## config.mk

```make
export PLATFORM = sky130hd
export DESIGN_NAME = rgb_fade_sequencer
export DESIGN_NICKNAME = d
export VERILOG_FILES = /design/src/rtl/rgb_seq_pkg.sv /design/src/rtl/led_pwm_core.sv /design/src/rtl/rgb_fade_sequencer.sv
export SDC_FILE = /design/constraint.sdc
export NUM_CORES = 1
export LEC_CHECK = 0
export BUFFER_PORTS_ARGS = -buffer_cell sky130_fd_sc_hd__buf_4
export CORE_ASPECT_RATIO = 1.75
export CORE_MARGIN = 4
export CORE_UTILIZATION = 28
export DETAILED_ROUTE_END_ITERATION = 10
export GPL_ROUTABILITY_DRIVEN = 0
export GPL_TIMING_DRIVEN = 0
export MAX_ROUTING_LAYER = met4
export PLACE_DENSITY_LB_ADDON = 0.1
export SYNTH_ARGS = -nofsm -noshare
export SYNTH_HDL_FRONTEND = slang
export SYNTH_SLANG_ARGS = --single-unit
```

## constraint.sdc

```tcl
create_clock -name clk -period 3.5 [get_ports clk]
set_clock_uncertainty 0.1 [all_clocks]
set_input_delay 0.175 -clock clk [delete_from_list [all_inputs] [get_ports clk]]
set_output_delay 0.175 -clock clk [all_outputs]
set_load 0.05 [all_outputs]
```

## src/rtl/rgb_seq_pkg.sv

```systemverilog
// Shared types for the RGB fade sequencer: phase encoding, colour masks and colour count.
package rgb_seq_pkg;

  localparam int unsigned NUM_COLOURS = 6;
  localparam int unsigned COLOUR_W    = 3;

  typedef enum logic [1:0] {
    PH_OFF  = 2'd0,
    PH_RISE = 2'd1,
    PH_HOLD = 2'd2,
    PH_FALL = 2'd3
  } phase_e;

  typedef struct packed {
    logic r;
    logic g;
    logic b;
  } rgb_t;

  // Colour wheel: red, yellow, green, cyan, blue, magenta.
  function automatic rgb_t colour_mask(input logic [COLOUR_W-1:0] idx);
    case (idx)
      3'd0:    return rgb_t'(3'b100);
      3'd1:    return rgb_t'(3'b110);
      3'd2:    return rgb_t'(3'b010);
      3'd3:    return rgb_t'(3'b011);
      3'd4:    return rgb_t'(3'b001);
      3'd5:    return rgb_t'(3'b101);
      default: return rgb_t'(3'b000);
    endcase
  endfunction

endpackage

```

## src/rtl/led_pwm_core.sv

```systemverilog
// Free-running PWM counter with wrap-synchronous shadow duty and 3-channel masked compare.
module led_pwm_core
  import rgb_seq_pkg::*;
#(
  parameter int unsigned PWM_BITS = 8
) (
  input  logic                clk,
  input  logic                rst_n,
  input  logic                clear,
  input  logic [PWM_BITS-1:0] level,
  input  rgb_t                mask,
  output rgb_t                led
);

  localparam logic [PWM_BITS-1:0] CNT_MAX = '1;

  logic [PWM_BITS-1:0] pwm_cnt;
  logic [PWM_BITS-1:0] shadow_duty;
  logic                on_c;

  assign on_c = (pwm_cnt < shadow_duty);

  // Clear bypasses the wrap latch so the LEDs drop on the very next edge.
  always_ff @(posedge clk or negedge rst_n) begin
    if (!rst_n) begin
      pwm_cnt     <= '0;
      shadow_duty <= '0;
      led         <= '0;
    end else begin
      pwm_cnt <= pwm_cnt + PWM_BITS'(1);
      if (clear) begin
        shadow_duty <= '0;
        led         <= '0;
      end else begin
        if (pwm_cnt == CNT_MAX) shadow_duty <= level;
        led.r <= on_c & mask.r;
        led.g <= on_c & mask.g;
        led.b <= on_c & mask.b;
      end
    end
  end

endmodule

```

## src/rtl/rgb_fade_sequencer.sv

```systemverilog
// Colour-cycling LED fader: rise, hold and fall each colour on step_tick, then advance the colour.
module rgb_fade_sequencer
  import rgb_seq_pkg::*;
#(
  parameter int unsigned PWM_BITS   = 8,
  parameter int unsigned FADE_STEP  = 16,
  parameter int unsigned HOLD_TICKS = 4
) (
  input  logic       clk,
  input  logic       rst_n,
  input  logic       step_tick,
  input  logic       enable,
  output logic       redled,
  output logic       greenled,
  output logic       blueled,
  output logic [2:0] colour_idx,
  output logic [1:0] phase
);

  localparam int unsigned EXT_W    = PWM_BITS + 1;
  localparam int unsigned HOLD_EFF = (HOLD_TICKS == 0) ? 1 : HOLD_TICKS;
  localparam int unsigned HOLD_W   = (HOLD_EFF > 1) ? $clog2(HOLD_EFF) : 1;

  localparam logic [EXT_W-1:0]    LVL_MAX     = {1'b0, {PWM_BITS{1'b1}}};
  localparam logic [EXT_W-1:0]    STEP_EXT    = EXT_W'(FADE_STEP);
  localparam logic [HOLD_W-1:0]   HOLD_LAST   = HOLD_W'(HOLD_EFF - 1);
  localparam logic [COLOUR_W-1:0] LAST_COLOUR = COLOUR_W'(NUM_COLOURS - 1);

  phase_e                state, state_n;
  logic [PWM_BITS-1:0]   level, level_n;
  logic [HOLD_W-1:0]     hold_cnt, hold_n;
  logic [COLOUR_W-1:0]   colour_n;
  logic [EXT_W-1:0]      level_ext, sum_c, diff_c;
  rgb_t                  led;

  assign level_ext = {1'b0, level};
  assign sum_c     = level_ext + STEP_EXT;
  assign diff_c    = level_ext - STEP_EXT;

  always_ff @(posedge clk or negedge rst_n) begin
    if (!rst_n) begin
      state      <= PH_OFF;
      level      <= '0;
      hold_cnt   <= '0;
      colour_idx <= '0;
    end else begin
      state      <= state_n;
      level      <= level_n;
      hold_cnt   <= hold_n;
      colour_idx <= colour_n;
    end
  end

  // Disable wins over any coincident tick; saturation is done one bit wider than the level.
  always_comb begin
    state_n  = state;
    level_n  = level;
    hold_n   = hold_cnt;
    colour_n = colour_idx;
    if (!enable) begin
      state_n = PH_OFF;
      level_n = '0;
      hold_n  = '0;
    end else begin
      case (state)
        PH_OFF: begin
          state_n = PH_RISE;
          level_n = '0;
          hold_n  = '0;
        end
        PH_RISE: begin
          if (step_tick) begin
            if (sum_c >= LVL_MAX) begin
              level_n = PWM_BITS'(LVL_MAX);
              hold_n  = '0;
              state_n = PH_HOLD;
            end else begin
              level_n = PWM_BITS'(sum_c);
            end
          end
        end
        PH_HOLD: begin
          if (step_tick) begin
            if (hold_cnt >= HOLD_LAST) state_n = PH_FALL;
            else                       hold_n  = hold_cnt + HOLD_W'(1);
          end
        end
        PH_FALL: begin
          if (step_tick) begin
            if (level_ext <= STEP_EXT) begin
              level_n  = '0;
              state_n  = PH_RISE;
              colour_n = (colour_idx == LAST_COLOUR) ? '0 : colour_idx + COLOUR_W'(1);
            end else begin
              level_n = PWM_BITS'(diff_c);
            end
          end
        end
        default: state_n = PH_OFF;
      endcase
    end
  end

  led_pwm_core #(
    .PWM_BITS (PWM_BITS)
  ) u_core (
    .clk   (clk),
    .rst_n (rst_n),
    .clear (~enable),
    .level (level),
    .mask  (colour_mask(colour_idx)),
    .led   (led)
  );

  assign redled   = led.r;
  assign greenled = led.g;
  assign blueled  = led.b;
  assign phase    = state;

endmodule

```

=== After elaboration in Yosys (flattened, before gate mapping) ===
Index checks and enable logic that the tools add are counted.

* Bits in registers: 34
* Logic and storage cells: 71

* Add/sub/neg operators: 5
* Magnitude comparators: 4
* Eq/ne operators: 19
* Multiplexer cells: 25
* Bitwise gates (word level): 3
* Reductions and logical operators: 6

{| class="wikitable"
|+ Operators by type and width
! operator !! count
|-
| $mux W8 || 7
|-
| $mux W2 || 12
|-
| $pmux W8 S3 || 1
|-
| $ne A3 B3 Y1 const B || 7
|-
| $pmux W3 S6 || 1
|-
| $add A8 B5 Y9 const B || 1
|-
| $ge A9 B8 Y1 const B || 1
|-
| $add A8 B1 Y8 const B || 1
|-
| $eq A8 B8 Y1 const B || 1
|-
| $le A8 B5 Y1 const B || 1
|-
| $lt A8 B8 Y1 || 1
|-
| $ne A4 B1 Y1 const B || 2
|-
| $pmux W2 S4 || 1
|-
| $sub A8 B5 Y8 const B || 1
|-
| $eq A3 B2 Y1 const B || 2
|-
| $eq A3 B3 Y1 const B || 2
|-
| $mux W3 || 2
|-
| $pmux W2 S3 || 1
|-
| $reduce_and A6 Y1 || 1
|-
| $reduce_and A5 Y1 || 1
|-
| $eq A2 B2 Y1 const B || 2
|-
| $reduce_and A4 Y1 || 1
|-
| $add A3 B1 Y3 const B || 1
|-
| $and A1 B1 Y1 || 3
|-
| other kinds (8) || 8
|}

=== Logic depth before layout (Yosys ltp) ===
Gate-level depths: netlist of the first run.

* Depth after elaboration: 6
* Depth in mapped cells: 8
* Gate-level depth less buffers: 7

=== By module ===
A second synthesis of the first run with hierarchy kept.

* Cells, all modules: 204
* Area total of the unflattened synthesis: 1936.9 um2

{| class="wikitable"
|+ By module, submodules not included
! module !! instances !! cells an instance !! area each (um2) !! sequential area each (um2)
|-
| led_pwm_core || 1 || 96 || 968.4 || 475.5
|-
| rgb_fade_sequencer || 1 || 108 || 968.4 || 300.3
|}

=== Worst setup path after synthesis of the first run ===
OpenSTA, ideal clock, no wires.

* Path kind: reg-to-reg
* From: register state[1] (netlist: phase[1])
* To: register level[2]
* Setup time: 123 ps
* Arrival: 1829 ps
* Required time: 3277 ps
* Slack: 1448 ps
* Cell stages (with the launch flop): 8
* Path buffers: 1
* Path through: dfrtp_1 -> inv_1 -> ha_1 -> buf_4 -> nor2_2 -> a2bb2oi_4 -> nand2b_1 -> o221a_1

* Word-level cells in the longest chain between the ends: 3

{| class="wikitable"
|+ Ends and longest elaborated chain
! what !! RTL line !! text
|-
| start, declared || rgb_fade_sequencer.sv:29 || <nowiki>phase_e state, state_n;</nowiki>
|-
| start signal, assigned || rgb_fade_sequencer.sv:47 || <nowiki>state <= state_n;</nowiki>
|-
| $eq A2 B2 Y1, or another cell as far along || rgb_fade_sequencer.sv:65 || <nowiki>case (state)</nowiki>
|-
| $ne A4 B1 Y1 (no line), or another cell as far along || -- ||
|-
| $reduce_and A3 Y1 (no line) / $mux W8 (equally long branches) || -- ||
|-
| end signal, assigned || rgb_fade_sequencer.sv:48 || <nowiki>level <= level_n;</nowiki>
|-
| end, declared || rgb_fade_sequencer.sv:30 || <nowiki>logic [PWM_BITS-1:0] level, level_n;</nowiki>
|}

Several ways; a longest one is shown, not always the timed one.
A chain may end at the register's enable or synchronous reset.

=== Worst setup path after layout of the first run ===
* From: register level[4]
* To: register state[1] (netlist: phase[1])

* Word-level cells in the longest chain between the ends: 4

{| class="wikitable"
|+ Ends and longest elaborated chain
! what !! RTL line !! text
|-
| $add A8 B5 Y9 || rgb_fade_sequencer.sv:37 || <nowiki>assign sum_c = level_ext + STEP_EXT;</nowiki>
|-
| $ge A9 B8 Y1 || rgb_fade_sequencer.sv:73 || <nowiki>if (sum_c >= LVL_MAX) begin</nowiki>
|-
| $ne A3 B3 Y1 (no line) || -- ||
|-
| $reduce_and A6 Y1 (no line) (*) || -- ||
|}

Every way passes the cells marked *; elsewhere a longest branch is shown, timed or not.

==> flow_summary.toml, run 1 <==
[synth]
yosysSeqAreaShare = 0.387
ys_types = 45
syn_inst = 174
synthFlopType = "dfrtp_1"
synthArstFlopShare = 1.00
yosysTopAreaCell = "dfrtp_1"
synth_edf_count = 0
synth_area_per_cell_sq_um = 10.4
netlist_top_cells_count = "28 x dfrtp_1, 18 x ha_1, 15 x inv_1"
yosysTopAreaCellShare = 0.387
synth.most_common_cell = "dfrtp_1"
synth_nets = 196
synth_area_sq_um = 1810
synth_seq_cells = 28
yosysWarnings = 0
synth_area_leaders = "dfrtp_1 39%, ha_1 12%, mux2i_1 4.4%"

[clocking]
cts-buffers-inserted = 3
worstSkewPairLatency_ns = 0.28
cts.repair.resized = 0
cts_tree = "built"
cts.sinks = 28
cts_root_buf = "clkbuf_8"
cts_buffer_depth = 2
cts_max_level = 1
clkSlewWorstSetupHoldPaths_ns = 0.11

[setup_path]
cp.arrival_ns = 2.24
rr_endpoint = "phase[1]$_DFFE_PN0P_"
required_ns = 3.61
critPathLaunchType = "flip-flop"
r2r_setup_slack_ns = 1.37
path_buf_inv = 1
cp-end-kind = "flip-flop"
worstSetupPathType = "flip-flop to flip-flop"
r2r_start = "level[4]$_DFFE_PN0P_"
crit_slowest_cell = "dfrtp_1"
crit_path_max_incr_delay_ns = 0.50
crit_chain = "inv_1 -> ha_1 -> nor2b_1 -> o2111ai_1 -> nand4_1 -> o21ai_2 -> mux2i_1"
cp_top_family = "flip-flops"
r2r_cells = 7
cp_max_fo = 8

[routing]
ant_nets = 0
drc = 0
wirelength_microns = 3930
dr_total_vias = 1302
routedWlPerCell_microns = 14.6
drtIter0Drc = 35
drt_pre_antenna_iters = 4
viasPerCell = 4.82

[power_and_ir_drop]
leakage_nw = 0.895
switching_share = 0.409
peakVddDrop_mv = 0.320
internal-power_mw = 0.727
powerDensity_nw_per_um2 = 592
seq_power_share = 0.331
switching_power_mw = 0.502
power_frac_clock = 0.217
comb_power_share = 0.452

[floorplanning]
fp.dieW_microns = 68.8
core_sq_um = 6230
pin_count = 12
core.rowCount = 38
dieArea_sq_um = 7870
die_h_microns = 114
start_util = 0.291

[sta]
hold_viol = 0
final.period_utilization = 0.609
rsz0062_at_grt = "no"
fin_hold_ws_ns = 0.127
fin_tns_setup_ns = 0
max_freq_mhz = 469
max_slew_margin = 0.726
worst_pin_slew_ns = 0.411
setup_viol = 0
drv_slew = 0
period_minus_slack_ns = 2.13

[min_path]
hold_path.class = "primary input to flip-flop"
hold_path_depth = 2
min_from = "enable"
min_to = "phase[0]$_DFFE_PN0P_"

[outcome]
status = "finished clean"

[placement]
place_hpwl_microns = 3080
io_buffer_count = 11

[layout]
drive_gt1_frac = 0.163
antenna_cells = 0
syn_to_final_growth_pct = 14.6
fillCellCount = 625
fin_nets = 213

[global_routing]
grt_pass1_wl_microns = 6690
met1_usage = 0.130
antenna_found_initial = 0
grt_usage = 0.116
grt_start_max_net_pins = 29
grt_pass1_vias = 1377
use_met3 = 0.0118
gr-max-usage-layer = "met2"
gr-total-overflow = 0
grtUsageMet2 = 0.199

[flow_run]
drv_cap = 0
-- power by group through the flow --
stage / Sequential, mW / Clock (mW) / Combinational [mW]
2_1_floorplan: 0.472 / 0 / 0.359
3_3_place_gp: 0.412 / 0 / 0.543
3_5_place_dp: 0.414 / 0 / 0.558
4_1_cts: 0.408 / 0.272 / 0.560
5_1_grt: 0.415 / 0.286 / 0.605
6_report: 0.407 / 0.267 / 0.556
-- metrics by stage --
stage | std cells | setup WS (ns) | power, mW | instance area (sq um) | utilization
floorplan | 174 | 1.45 | 0.831 | 1810 | -
global placement | 265 | 1.39 | 0.955 | 1990 | 0.320
detailed placement | 265 | 1.39 | 0.971 | 1990 | 0.320
CTS | 270 | 1.36 | 1.24 | 2080 | 0.333
global route | 270 | 1.19 | 1.31 | 2080 | 0.333
finish | 270 | 1.37 | 1.23 | 2080 | 0.333
-- what timing repair did --
action / 4_1_cts / 5_1_grt
hold endpoints to repair: 28 / 0
hold buffers: 1 / 0
setup buffers: 0 / 0
-- metal layers --
layer / part of all wire / up-vias
met5: 0 / -
met4: 0.025 / 0
met3: 0.014 / 9
met2: 0.58 / 12
met1: 0.38 / 640
li1: - / 641
-- state kept, by name (all words and copies together), names as in the netlist --
| register | cells |
|---|---|
| u_core.led | 3 |
| colour_idx | 3 |
| phase | 2 |
| u_core.shadow_duty | 5 |
| level | 5 |
| hold_cnt | 2 |
| u_core.pwm_cnt | 8 |
-- cell usage in the layout, fill, tap and decap left out, types with 2 or more instances in the layout --
| master | netlist | layout |
|---|---|---|
| xor2_1 | 5 | 5 |
| ha_1 | 18 | 18 |
| nor2_1 | 7 | 7 |
| o21ai_0 | 5 | 5 |
| nor2_2 | 2 | 2 |
| nand2_1 | 7 | 7 |
| o21ai_2 | 3 | 3 |
| nand4_1 | 2 | 2 |
| a32o_1 | 2 | 2 |
| o211ai_1 | 2 | 2 |
| buf_4 | 3 | 14 |
| and2_1 | 4 | 4 |
| a31oi_1 | 4 | 4 |
| mux2i_1 | 8 | 8 |
| nand2b_1 | 4 | 4 |
| inv_1 | 15 | 15 |
| o21a_1 | 3 | 3 |
| dfrtp_1 | 28 | 28 |
| o21ai_1 | 5 | 5 |
| nor2b_1 | 9 | 9 |
| mux2_1 | 2 | 2 |
| clkbuf_8 | 0 | 3 |
| xnor2_1 | 4 | 4 |
| nand3_1 | 6 | 6 |
| a21oi_1 | 4 | 4 |
| o211ai_2 | 2 | 2 |
-- worst max-delay path by stage --
stage,end,from,cells past startpoint
after floorplan,level[2]$_DFFE_PN0P_,phase[1]$_DFFE_PN0P_,7
after global placement,phase[1]$_DFFE_PN0P_,level[4]$_DFFE_PN0P_,7
after detailed placement,phase[1]$_DFFE_PN0P_,level[4]$_DFFE_PN0P_,7
after CTS,phase[1]$_DFFE_PN0P_,level[4]$_DFFE_PN0P_,7
after global routing,phase[1]$_DFFE_PN0P_,level[4]$_DFFE_PN0P_,7
final,phase[1]$_DFFE_PN0P_,level[4]$_DFFE_PN0P_,7
-- cells by family after synthesis --
kind of cell | count (synthesis) | synth area share
AOI/OAI and AO/OA | 41 | 0.174
xor gates and xnor gates | 10 | 0.0587
adders and majority gates | 18 | 0.124
buffers and inverters | 20 | 0.0518
DFF | 28 | 0.387
muxes | 10 | 0.0566
and+or+nand+nor | 47 | 0.148
-- final cells by class --
cell class | count | area [sq um] | share of cell area
multi-input cells | 126 | 1020 | 0.490
plain buffers | 5 | 37.5 | 0.0181
inverters | 15 | 56.3 | 0.0271
clock inverters | 1 | 30.0 | 0.0145
flip-flops and latches | 28 | 701 | 0.338
repair buffers | 12 | 92.6 | 0.0446
well taps | 80 | 100 | 0.0482
clock buffers | 3 | 41.3 | 0.0199
No activity file was read; power rests on OpenSTA's default activity.
==> run 2: changes to the inputs <==
- clock period: 3.5 -> 2.2 ns (I/O delays scaled with it)
==> run 2 against run 1 <==
  * Worst hold slack got worse by 0.066 ns
  * Combinational power increased by 62%
  * Critical path depth unchanged
  * Die area unchanged
==> flow_summary.toml, run 2 (synthesis results as in run 1) <==
[setup_path]
worstSetupPathType = "flip-flop to flip-flop"
cp_max_fo = 6
r2r_setup_slack_ns = 0.19
r2r_start = "level[4]$_DFFE_PN0P_"
cp-end-kind = "flip-flop"
r2r_cells = 7
critPathLaunchType = "flip-flop"
required_ns = 2.31
cp.arrival_ns = 2.12
rr_endpoint = "phase[1]$_DFFE_PN0P_"

[power_and_ir_drop]
leakage_nw = 0.903
peakVddDrop_mv = 0.512
powerDensity_nw_per_um2 = 943
p_total_mw = 1.97

[clocking]
cts-buffers-inserted = 3
cts_buffer_depth = 2
clkSlewWorstSetupHoldPaths_ns = 0.11
worstSkewPairLatency_ns = 0.28
cts.sinks = 28
cts_root_buf = "clkbuf_8"
cts_tree = "built"
cts_max_level = 1

[routing]
m1WireLength_microns = 1500
ant_nets = 0
viasPerCell = 4.87
drt_pre_antenna_iters = 4
routedWlPerCell_microns = 14.6
wl_met3_microns = 60
wirelength_microns = 3980
wl_met2_microns = 2320
top_layer = "met4"
drtIter0Drc = 33
dr_total_vias = 1325
drc = 0

[sta]
period_minus_slack_ns = 2.01
final.period_utilization = 0.915
setup_viol = 0
hold_viol = 0
fin_tns_setup_ns = 0
max_freq_mhz = 497
max_slew_margin = 0.726
fin_hold_ws_ns = 0.0614
rsz0062_at_grt = "no"
drv_slew = 0
worst_pin_slew_ns = 0.411

[layout]
top_register = "u_core.pwm_cnt"
fillCellCount = 623
largest_register_ffs = 8
fin_nets = 215
final_cell_mix = "26 x dfrtp_1, 18 x ha_1, 16 x buf_4"
top_regs = "u_core.pwm_cnt: 8 flops, level: 5 flops, u_core.shadow_duty: 5 flops"
final_common_cell = "dfrtp_1"
antenna_cells = 0
final_cell_area_sq_um = 2090
syn_to_final_growth_pct = 15.5
drive_gt1_frac = 0.188

[floorplanning]
core.rowCount = 38
dieArea_sq_um = 7870
die_h_microns = 114
fp.dieW_microns = 68.8
start_util = 0.291
pin_count = 12
core_sq_um = 6230

[global_routing]
antenna_found_initial = 0
grt_start_max_net_pins = 29
grt_usage = 0.116
gr-total-overflow = 0
grt_pass1_wl_microns = 6690
grt_pass1_vias = 1377

[placement]
placed_area_sq_um = 1990
place_hpwl_microns = 3080
io_buffer_count = 11

[min_path]
min_from = "enable"
hold_path.class = "primary input to flip-flop"
hold_path_depth = 2
min_to = "phase[0]$_DFFE_PN0P_"

[flow_run]
drv_cap = 0

[outcome]
status = "finished clean"
[run 2: repair_timing]
action | in CTS | in global routing
endpoints found under the hold margin | 28 | 0
resized for setup | 0 | 3
buffers inserted | 0 | 2
hold buffers | 1 | 0
endpoints found under the setup margin | 0 | 4
[run 2: critical path, stage by stage, from the launching register on]
cell       delay [ns]
dfrtp_2          0.44
inv_1            0.09
ha_1             0.33
nor2b_1          0.16
o2111ai_1        0.18
nand4_1          0.20
o21ai_2          0.24
mux2i_1          0.20
[run 2: final cells by class]
class | instances | area, sq um | share of cell area
multi-input cells | 126 | 1020 | 0.486
repair buffers | 14 | 108 | 0.0514
clock inverters | 1 | 30.0 | 0.0143
clock buffers | 3 | 41.3 | 0.0197
inverters | 15 | 56.3 | 0.0269
well taps | 80 | 100 | 0.0478
plain buffers | 5 | 37.5 | 0.0179
flip-flops and latches | 28 | 703 | 0.336
[run 2: per-layer routing]
layer	vias up	global-route usage
li1	647	-
met1	658	0.130
met2	14	0.199
met3	6	0.0118
met4	0	0.0534
met5	-	-
[run 2: per-stage QoR]
stage               std cells  setup slack (ns)   util
finish                    272             0.187  0.336
global route              272            0.0409  0.336
CTS                       270            0.0649  0.333
detailed placement        265            0.0904  0.320
global placement          265            0.0917  0.320
floorplan                 174             0.148      -
[run 2: worst max-delay path by stage]
stage,end,slack (ns),cells after the start,start
3_5_place_dp,phase[1]$_DFFE_PN0P_,0.09,7,level[4]$_DFFE_PN0P_
2_1_floorplan,level[2]$_DFFE_PN0P_,0.15,7,phase[1]$_DFFE_PN0P_
5_1_grt,phase[1]$_DFFE_PN0P_,0.04,7,level[4]$_DFFE_PN0P_
4_1_cts,phase[1]$_DFFE_PN0P_,0.06,7,level[4]$_DFFE_PN0P_
6_report,phase[1]$_DFFE_PN0P_,0.19,7,level[4]$_DFFE_PN0P_
3_3_place_gp,phase[1]$_DFFE_PN0P_,0.09,7,level[4]$_DFFE_PN0P_
[run 2: power by group]
part | leakage, nW | total, mW | internal (mW) | switching (mW)
clock | 0.0357 | 0.423 | 0.244 | 0.179
sequential | 0.367 | 0.648 | 0.574 | 0.0741
combinational | 0.500 | 0.903 | 0.353 | 0.550
==> run 3: changes to the inputs <==
- clock period: 2.2 -> 2.1 ns (I/O delays scaled with it)
==> run 3 against run 2 <==
  * Core utilization is 0.20 points higher
  * Largest power group unchanged
  * Final area is 0.60% higher
  * Sequential share of layout area is 0.20 points lower
  * Critical path depth stayed put
  * Worst hold slack worse by 0.0056 ns
  * First-iteration DRC count is 24% higher
==> flow_summary.toml, run 3 (synthesis results as in run 1) <==
[layout]
multiInputGateArea_sq_um = 1030
fillCellCount = 622
register_area_sq_um = 703
final_cell_area_sq_um = 2110
antenna_cells = 0
top_regs = "u_core.pwm_cnt: 8 flops, level: 5 flops, u_core.shadow_duty: 5 flops"
final_cell_mix = "26 x dfrtp_1, 17 x ha_1, 16 x buf_4"
syn_to_final_growth_pct = 16.2
drive_gt1_frac = 0.198
fin_nets = 215
final_common_cell = "dfrtp_1"
largest_register_ffs = 8
top_register = "u_core.pwm_cnt"

[setup_path]
cp-end-kind = "flip-flop"
critPathLaunchType = "flip-flop"
worstSetupPathType = "flip-flop to flip-flop"
r2r_start = "level[5]$_DFFE_PN0P_"
crit_slowest_cell = "dfrtp_2"
crit_path_start = "level[5]$_DFFE_PN0P_"
cp.arrival_ns = 2.05
r2r_setup_slack_ns = 0.16
crit_end = "phase[1]$_DFFE_PN0P_"
cp_max_fo = 6
r2r_cells = 7
required_ns = 2.21
crit_path_max_incr_delay_ns = 0.47
crit_chain = "inv_2 -> ha_4 -> nor2b_1 -> o2111ai_1 -> nand4_1 -> o21ai_2 -> mux2i_1"
rr_endpoint = "phase[1]$_DFFE_PN0P_"

[floorplanning]
dieArea_sq_um = 7870
core.rowCount = 38
core_sq_um = 6230
fp.dieW_microns = 68.8
pin_count = 12
start_util = 0.291
die_h_microns = 114

[sta]
period_minus_slack_ns = 1.94
max_freq_mhz = 516
timing.final.ws_setup_ns = 0.162
final.period_utilization = 0.923
setup_viol = 0
hold_viol = 0
rsz0062_at_grt = "no"
worst_pin_slew_ns = 0.417
fin_tns_setup_ns = 0
max_slew_margin = 0.722
drv_slew = 0

[routing]
viasPerCell = 4.89
wirelength_microns = 3930
routedWlPerCell_microns = 14.5
drt_pre_antenna_iters = 4
dr_total_vias = 1329
drc = 0
ant_nets = 0
drtIter0Drc = 41

[placement]
pre_cts_slack_ns = -0.00964
io_buffer_count = 11
placed_area_sq_um = 1990
place_hpwl_microns = 3080

[power_and_ir_drop]
p_total_mw = 2.08
powerDensity_nw_per_um2 = 986
leakage_nw = 0.904
peakVddDrop_mv = 0.533

[global_routing]
grt_start_max_net_pins = 29
use_met3 = 0.0118
grtUsageMet2 = 0.199
gr-max-usage-layer = "met2"
grt_usage = 0.116
met1_usage = 0.130
grt_pass1_vias = 1377
gr-total-overflow = 0
antenna_found_initial = 0
grt_pass1_wl_microns = 6690

[clocking]
cts_root_buf = "clkbuf_8"
cts_buffer_depth = 2
cts-buffers-inserted = 3
worstSkewPairLatency_ns = 0.28
clkSlewWorstSetupHoldPaths_ns = 0.10
cts.sinks = 28
cts_max_level = 1
cts_tree = "built"

[flow_run]
drv_cap = 0

[min_path]
hold_path.class = "primary input to flip-flop"

[outcome]
status = "finished clean"
run 3: cell counts in the layout (fill, tap and decap cells not counted):
No cell type changed its count.
run 3: critical path: cells and delay by family, from the launching register on:
kind / cells / cell delay, ns
flops: 1 / 0.47
compound gates: 2 / 0.42
simple gates: 2 / 0.34
fa+ha+maj: 1 / 0.22
mux: 1 / 0.20
buf+inv: 1 / 0.12
run 3: worst min path at each step:
| stage | from | endpoint | slack (ns) | cells past startpoint |
|---|---|---|---|---|
| after floorplan | rst_n | colour_idx[0]$_DFFE_PN0P_ | -0.29 | 0 |
| after global placement | rst_n | u_core.led[1]$_DFF_PN0_ | -0.04 | 1 |
| after detailed placement | rst_n | u_core.led[1]$_DFF_PN0_ | -0.04 | 1 |
| after CTS | enable | phase[0]$_DFFE_PN0P_ | 0.05 | 2 |
| after global routing | enable | phase[0]$_DFFE_PN0P_ | 0.07 | 2 |
| final | enable | phase[0]$_DFFE_PN0P_ | 0.06 | 2 |
run 3: layer usage:
metal  part of all wire  vias to the layer above  wire, microns
met5                  0                        -              0
met4              0.028                        0            112
met3              0.020                        9             77
met2               0.58                       25           2290
met1               0.37                      647           1450
li1                   -                      648              -
run 3: layout make-up:
type | instances | share of cell area
clock inverter | 1 | 0.0143
tap | 80 | 0.0475
multi-input combinational | 126 | 0.489
timing repair buffer | 14 | 0.0511
clock buffer | 3 | 0.0196
sequential | 28 | 0.334
buffer | 5 | 0.0178
inverter | 15 | 0.0267
run 3: timing repair:
item                                    4_1_cts  5_1_grt
hold endpoints to repair                     28        0
setup buffers                                 0        2
pin swaps                                     0        2
gates resized for setup                       1        4
hold buffers                                  1        0
endpoints found under the setup margin        2        8
run 3: metrics by stage:
stage	util	instances	hold slack, ns
detailed placement	0.320	265	-0.0385
finish	0.338	272	0.0558
CTS	0.333	270	0.0501
global route	0.338	272	0.0750
floorplan	-	174	-0.291
global placement	0.320	265	-0.0440
run 3: power breakdown:
group          switching (mW)  internal [mW]
Sequential             0.0782          0.601
Clock                   0.185          0.255
Combinational           0.576          0.381
